===== src/rtl/bullet_control_pkg.sv =====
// Shared game constants for the skill-2 bullet engine: grid geometry,
// bullet FSM encodings and screen positions.
package bullet_control_pkg;

  localparam int GRID_COLS = 20;
  localparam int GRID_ROWS = 24;
  localparam int CELL_W    = 32;
  localparam int CELL_H    = 20;
  localparam int CELL_BITS = 3;

  localparam logic [9:0] PARK_Y   = 10'd700;
  localparam logic [9:0] PADDLE_Y = 10'd467;

  localparam logic [1:0] ST_PARK = 2'd0;
  localparam logic [1:0] ST_FLY  = 2'd1;
  localparam logic [1:0] ST_HIT  = 2'd2;

  // Linear cell index c + 20*r; r never exceeds GRID_ROWS-1 so 9 bits suffice.
  function automatic logic [8:0] cell_idx(input logic [4:0] col, input logic [4:0] row);
    return 9'(col) + 9'(row) * 9'(GRID_COLS);
  endfunction

endpackage


===== src/rtl/bullet_unit.sv =====
// One bullet: PARK/FLY/HIT state machine, col/row/x registers and the
// lookup of the brick cell directly above its current row.
module bullet_unit
  import bullet_control_pkg::*;
#(
  parameter logic [9:0] X_RST      = 10'd250,
  parameter int         LAUNCH_ROW = 23,
  parameter logic [9:0] PARK_Y_P   = PARK_Y
) (
  input  logic                                          clk,
  input  logic                                          rst,
  input  logic                                          park_i,
  input  logic                                          launch_i,
  input  logic [9:0]                                    launch_x_i,
  input  logic                                          tick_i,
  input  logic                                          accept_i,
  input  logic [GRID_COLS*GRID_ROWS*CELL_BITS-1:0]      bricks_i,
  output logic [1:0]                                    state_o,
  output logic                                          hit_o,
  output logic [9:0]                                    x_o,
  output logic [9:0]                                    y_o,
  output logic [8:0]                                    idx_o
);

  logic [1:0]  state_q, state_d;
  logic [4:0]  col_q, col_d;
  logic [4:0]  row_q, row_d;
  logic [9:0]  x_q, x_d;
  logic [4:0]  row_m1;
  logic [10:0] cell_base;
  logic        cell_nz;

  // Row 0 never looks up (it parks), so clamp to keep the index in range.
  assign row_m1    = (row_q == 5'd0) ? 5'd0 : row_q - 5'd1;
  assign cell_base = 11'(cell_idx(col_q, row_m1)) * 11'(CELL_BITS);
  assign cell_nz   = |bricks_i[cell_base +: CELL_BITS];

  always_comb begin
    state_d = state_q;
    col_d   = col_q;
    row_d   = row_q;
    x_d     = x_q;
    if (park_i) begin
      state_d = ST_PARK;
      x_d     = X_RST;
    end else if (launch_i) begin
      state_d = ST_FLY;
      x_d     = launch_x_i;
      col_d   = launch_x_i[9:5];
      row_d   = 5'(LAUNCH_ROW);
    end else begin
      case (state_q)
        ST_FLY: begin
          if (tick_i) begin
            if (row_q == 5'd0) begin
              state_d = ST_PARK;
              x_d     = X_RST;
            end else begin
              row_d   = row_m1;
              state_d = cell_nz ? ST_HIT : ST_FLY;
            end
          end
        end
        ST_HIT: begin
          if (accept_i) begin
            state_d = ST_PARK;
            x_d     = X_RST;
          end
        end
        default: state_d = ST_PARK;
      endcase
    end
  end

  always_ff @(posedge clk) begin
    if (rst) begin
      state_q <= ST_PARK;
      col_q   <= 5'd0;
      row_q   <= 5'd0;
      x_q     <= X_RST;
    end else begin
      state_q <= state_d;
      col_q   <= col_d;
      row_q   <= row_d;
      x_q     <= x_d;
    end
  end

  assign state_o = state_q;
  assign hit_o   = (state_q == ST_HIT);
  assign x_o     = x_q;
  assign y_o     = (state_q == ST_PARK) ? PARK_Y_P : 10'(row_q) * 10'(CELL_H);
  assign idx_o   = cell_idx(col_q, row_q);

endmodule


===== src/rtl/bullet_control.sv =====
// Skill-2 projectile engine: launches two bullets from the paddle ends and
// arbitrates their brick-clear requests onto one valid/ready port.
module bullet_control
  import bullet_control_pkg::*;
#(
  parameter int         BOARD_W    = 100,
  parameter int         LAUNCH_ROW = 23,
  parameter logic [9:0] PARK_Y_P   = PARK_Y
) (
  input  logic                                     clk,
  input  logic                                     rst,
  input  logic                                     tick,
  input  logic                                     active,
  input  logic                                     fire,
  input  logic [9:0]                               board_x,
  input  logic [GRID_COLS*GRID_ROWS*CELL_BITS-1:0] bricks,
  output logic [9:0]                               bulletA_x,
  output logic [9:0]                               bulletA_y,
  output logic [9:0]                               bulletB_x,
  output logic [9:0]                               bulletB_y,
  output logic                                     busy,
  output logic                                     clr_valid,
  output logic [8:0]                               clr_idx,
  input  logic                                     clr_ready
);

  // Clear handshake: clr_idx is held while clr_valid & ~clr_ready; a transfer
  // happens on clr_valid & clr_ready and parks the bullet that was presented.
  logic       launch, park_all;
  logic [1:0] a_state, b_state;
  logic       a_hit, b_hit;
  logic [8:0] a_idx, b_idx;
  logic       sel_b, accept_a, accept_b;
  logic       lock_b_q, lock_b_d;

  assign launch   = fire & active & ~busy;
  assign park_all = ~active;

  // Once B is on the port it stays there until accepted, even if A hits meanwhile.
  assign sel_b    = lock_b_q | ~a_hit;
  assign accept_a = clr_valid & clr_ready & ~sel_b;
  assign accept_b = clr_valid & clr_ready & sel_b;
  assign lock_b_d = active & clr_valid & ~clr_ready & sel_b;

  always_ff @(posedge clk) begin
    if (rst) lock_b_q <= 1'b0;
    else     lock_b_q <= lock_b_d;
  end

  bullet_unit #(
    .X_RST      (10'd250),
    .LAUNCH_ROW (LAUNCH_ROW),
    .PARK_Y_P   (PARK_Y_P)
  ) u_bullet_a (
    .clk        (clk),
    .rst        (rst),
    .park_i     (park_all),
    .launch_i   (launch),
    .launch_x_i (board_x + 10'd8),
    .tick_i     (tick),
    .accept_i   (accept_a),
    .bricks_i   (bricks),
    .state_o    (a_state),
    .hit_o      (a_hit),
    .x_o        (bulletA_x),
    .y_o        (bulletA_y),
    .idx_o      (a_idx)
  );

  bullet_unit #(
    .X_RST      (10'd100),
    .LAUNCH_ROW (LAUNCH_ROW),
    .PARK_Y_P   (PARK_Y_P)
  ) u_bullet_b (
    .clk        (clk),
    .rst        (rst),
    .park_i     (park_all),
    .launch_i   (launch),
    .launch_x_i (board_x + 10'(BOARD_W - 8)),
    .tick_i     (tick),
    .accept_i   (accept_b),
    .bricks_i   (bricks),
    .state_o    (b_state),
    .hit_o      (b_hit),
    .x_o        (bulletB_x),
    .y_o        (bulletB_y),
    .idx_o      (b_idx)
  );

  assign busy      = (a_state != ST_PARK) | (b_state != ST_PARK);
  assign clr_valid = a_hit | b_hit;
  assign clr_idx   = !clr_valid ? 9'd0 : (sel_b ? b_idx : a_idx);

endmodule

===== config.mk =====
export PLATFORM = sky130hd
export DESIGN_NAME = bullet_control
export DESIGN_NICKNAME = d
export VERILOG_FILES = /design/src/rtl/bullet_control_pkg.sv /design/src/rtl/bullet_unit.sv /design/src/rtl/bullet_control.sv
export SDC_FILE = /design/constraint.sdc
export NUM_CORES = 1
export LEC_CHECK = 0
export BUFFER_PORTS_ARGS = -buffer_cell sky130_fd_sc_hd__buf_2
export CAP_MARGIN = 5
export CORE_AREA = 2 2 595 597
export CTS_CLUSTER_SIZE = 8
export DETAILED_ROUTE_END_ITERATION = 10
export DIE_AREA = 0 0 597 599
export SLEW_MARGIN = 20
export SYNTH_ARGS = -nofsm -noshare
export SYNTH_HDL_FRONTEND = slang
export SYNTH_SLANG_ARGS = --single-unit

===== constraint.sdc =====
create_clock -name clk -period 12.5 [get_ports clk]
set_input_delay 1.875 -clock clk [delete_from_list [all_inputs] [get_ports clk]]
set_output_delay 1.875 -clock clk [all_outputs]
set_load 0.01 [all_outputs]

==> run metrics <==
chain of cells forming the critical path=inv_1, ha_1, nor4b_2, nor2_1, ha_4, buf_4, or2_4, buf_4, a211oi_1, nor4_1, mux2i_1, or4_1, a211o_1, o311ai_1, and3_1, o2111ai_1, a31oi_1; Cell Count, Final, Fillers Out=8824; run status=complete, no violations; r2r startpoint=u_bullet_a.row_q[1]; largest vdd supply drop=0.0944 mV; worst slew margin relative to its limit=0.0997; layout cells sized above 1=0.499; overall die area=358000 um^2; routed wirelength normalized by instance count=34.0 um; number of buffers inserted by post-CTS setup repair=0; total grt overflow=0; pin count of the biggest net entering global routing=97; sequential area share after synthesis=0.0423; unrepaired setup endpoints after global routing=no; CP most frequent cell=buf_4; hold path startpoint=u_bullet_a.x_o[2]; Top Ports=1507; Worst setup SP type=flop; number of input and output port buffers inserted=1502; maximum frequency from static timing analysis=0.149 GHz; Starting Density=0.0606; number of synthesized flops with an enable pin=0; Final TNS setup=0 ns; die boundary height=599 um; internal power component=1.19 mW; switching pwr=2.37 mW; power density cells=101 nW/um^2; standard cell core area=351000 um^2; Placement Rows=218; number of iterations in the first detailed-routing pass=6; Area Overhead vs Synth=65.6%; vias in the first global route=31200; P_leak=12.7 nW; critical path startpoint=u_bullet_a.row_q[1]; clock network power share=0.049; placed cell count=8685; global router's overall resource usage=0.160; number of nets in the layout=5572; Setup-failing EPs final=0; remaining antenna violation count=0; final critical delay including setup and external delays=6.70 ns; share of power burned in combinational logic=0.903; first-pass GRT wire length=361 mm; number of sinks on the clock net=45; net switching fraction of the power=0.666; drt total wl=300 mm; dominant synthesized flop cell=dfxtp_1; Total Power=3.56 mW; critical path capture point type=flop; clock buffer count from CTS=5; width of the chip=597 um; area of combinational cells with multiple inputs=19600 um^2; Detail Placement HPWL=260 mm; Setup Skew=0.00898 ns; sequential share of power=0.048; clock latency on the worst-skew pair=0.32 ns; root buf cell=clkbuf_16; category of the most critical setup path=reg2reg; final number of hold-violating endpoints=0; required time at the worst-slack endpoint=12.74 ns; Filler Cell Count=41200; CTS tree=yes; area used by sequential logic in the layout=916 um^2; H-tree level count=2; flops & latches, synth=45; max-capacitance violation count=0; number of DRC violations after detailed-routing iteration 0=3052; CP max stage delay=0.65 ns; signal arrival time at the worst endpoint=6.94 ns; Synth Instances=2720; number of unique standard cell types used by synthesis=82; ratio of routed vias to standard cells=3.62; asr flop ratio synth=0; DR vias=32000; post-route fraction of the period consumed by the critical path=0.536; worst-path fanout max=24; CTS Buffer Depth=2; Post-CTS Hold Fix Bufs=0; final weighted congestion in routability-driven placement=0.999; transition time at the pin with the least slew margin=1.34 ns; Resized Gates After CTS=0; final max-slew violation count=0; Post-Synthesis Mean Instance Area=7.83 um^2; residual DRC count=0; library cell contributing the largest single delay on the critical path=buf_4; Synth Warn #=0; Reg clk slew, reported paths=0.08 ns; antenna violations before repair=247; Tightest Hold Check Type=reg2reg; synthesized cell area=21300 um^2
## worst max-delay path: cells and delay by family (launching register included)
| kind | cells | cell delay [ns] |
|---|---|---|
| fa+ha+maj | 2 | 0.80 |
| mux | 1 | 0.28 |
| flops | 1 | 0.40 |
| buf+inv | 3 | 1.22 |
| simple gates | 6 | 2.68 |
| compound gates | 5 | 1.06 |
## area by class of cell
| type | instances | area share |
|---|---|---|
| well taps | 4620 | 0.164 |
| repair buffers | 1607 | 0.237 |
| clock buffers | 6 | 0.00365 |
| flip-flops and latches | 45 | 0.0260 |
| clock inverters | 2 | 0.00110 |
| inverters | 31 | 0.00365 |
| diodes | 131 | 0.00929 |
| multi-input cells | 2382 | 0.556 |
## layer usage
metal | wire, um | GRT usage
met4 | 16300 | 0.0703
met3 | 19300 | 0.0252
met5 | 364 | 0
met2 | 148000 | 0.286
met1 | 116000 | 0.186
## layout by cell type (no fill, tap or decap), drive strengths merged, types with 14 or more instances in the layout
cell     Yosys  final
a2111oi     16     16
a211oi     194    194
a21oi      348    348
a31oi       27     27
and3        27     27
buf        168   1607
dfxtp       45     45
diode        0    131
ha          38     38
inv         29     29
mux2i       45     45
mux4       315    315
nand2      139    139
nand3       38     38
nand4       18     18
nor2       353    353
nor2b       19     19
nor3       365    365
nor3b       17     17
nor4        38     38
o21ai      103    103
o22ai       21     21
or3         14     14
xnor2       22     22
xor2        22     22
## power groups by stage
stage / clock network (mW) / logic (mW) / registers (mW)
6_report: 0.176 / 3.21 / 0.170
5_1_grt: 0.180 / 3.44 / 0.172
4_1_cts: 0.182 / 3.39 / 0.170
3_5_place_dp: 0 / 3.38 / 0.174
3_3_place_gp: 0 / 3.36 / 0.174
2_1_floorplan: 0 / 1.25 / 0.158
## registers in the layout, summed over array words and instances (netlist names)
name	cells
lock_b_q	1
u_bullet_b.col_q	5
u_bullet_b.row_q	5
u_bullet_a.col_q	5
u_bullet_a.row_q	5
u_bullet_b.x_o	10
u_bullet_b.state_o	2
u_bullet_a.x_o	10
u_bullet_a.state_o	2
## cell usage after synthesis (37+ instances only)
cell / count / share of area
nand3_1: 38 / 0.0089
ha_1: 38 / 0.022
nor4_1: 37 / 0.011
a211oi_1: 192 / 0.068
nand2_1: 137 / 0.024
nor3_1: 365 / 0.086
buf_2: 90 / 0.021
mux2i_1: 45 / 0.021
nor2_1: 353 / 0.062
a21oi_1: 348 / 0.082
clkbuf_1: 97 / 0.017
dfxtp_1: 45 / 0.042
o21ai_0: 101 / 0.024
buf_1: 60 / 0.011
mux4_2: 315 / 0.33
## cells by family after synthesis
group / Yosys count / share of synthesized area
AO/OA/AOI/OAI: 849 / 0.252
XOR/XNOR: 44 / 0.0181
adder cells (fa/ha/maj): 44 / 0.0280
buffers and inverters: 296 / 0.0621
flip-flops: 45 / 0.0423
multiplexers: 372 / 0.360
other: 1 / 0.000176
AND/OR/NAND/NOR: 1069 / 0.237
## worst paths after layout
| check | end | slack (ns) | cells past startpoint |
|---|---|---|---|
| worst max-delay path | u_bullet_a.state_o[0] | 5.80 | 17 |
| worst min-delay path | u_bullet_a.x_o[2] | 0.46 | 2 |
| worst max register to register | u_bullet_a.state_o[0] | 5.80 | 17 |
| worst min register to register | u_bullet_a.x_o[2] | 0.46 | 2 |
## per-stage QoR
step           hold slack [ns]  setup WS [ns]    util  cell area [um^2]
2_1_floorplan            0.457           7.98       -             21300
3_3_place_gp             0.448           5.61  0.0986             34700
3_5_place_dp             0.453           5.61  0.0990             34800
4_1_cts                  0.464           5.58  0.0995             34900
5_1_grt                  0.501           5.33   0.100             35200
6_report                 0.460           5.80   0.100             35300
Power figures use the tool's default switching activity.
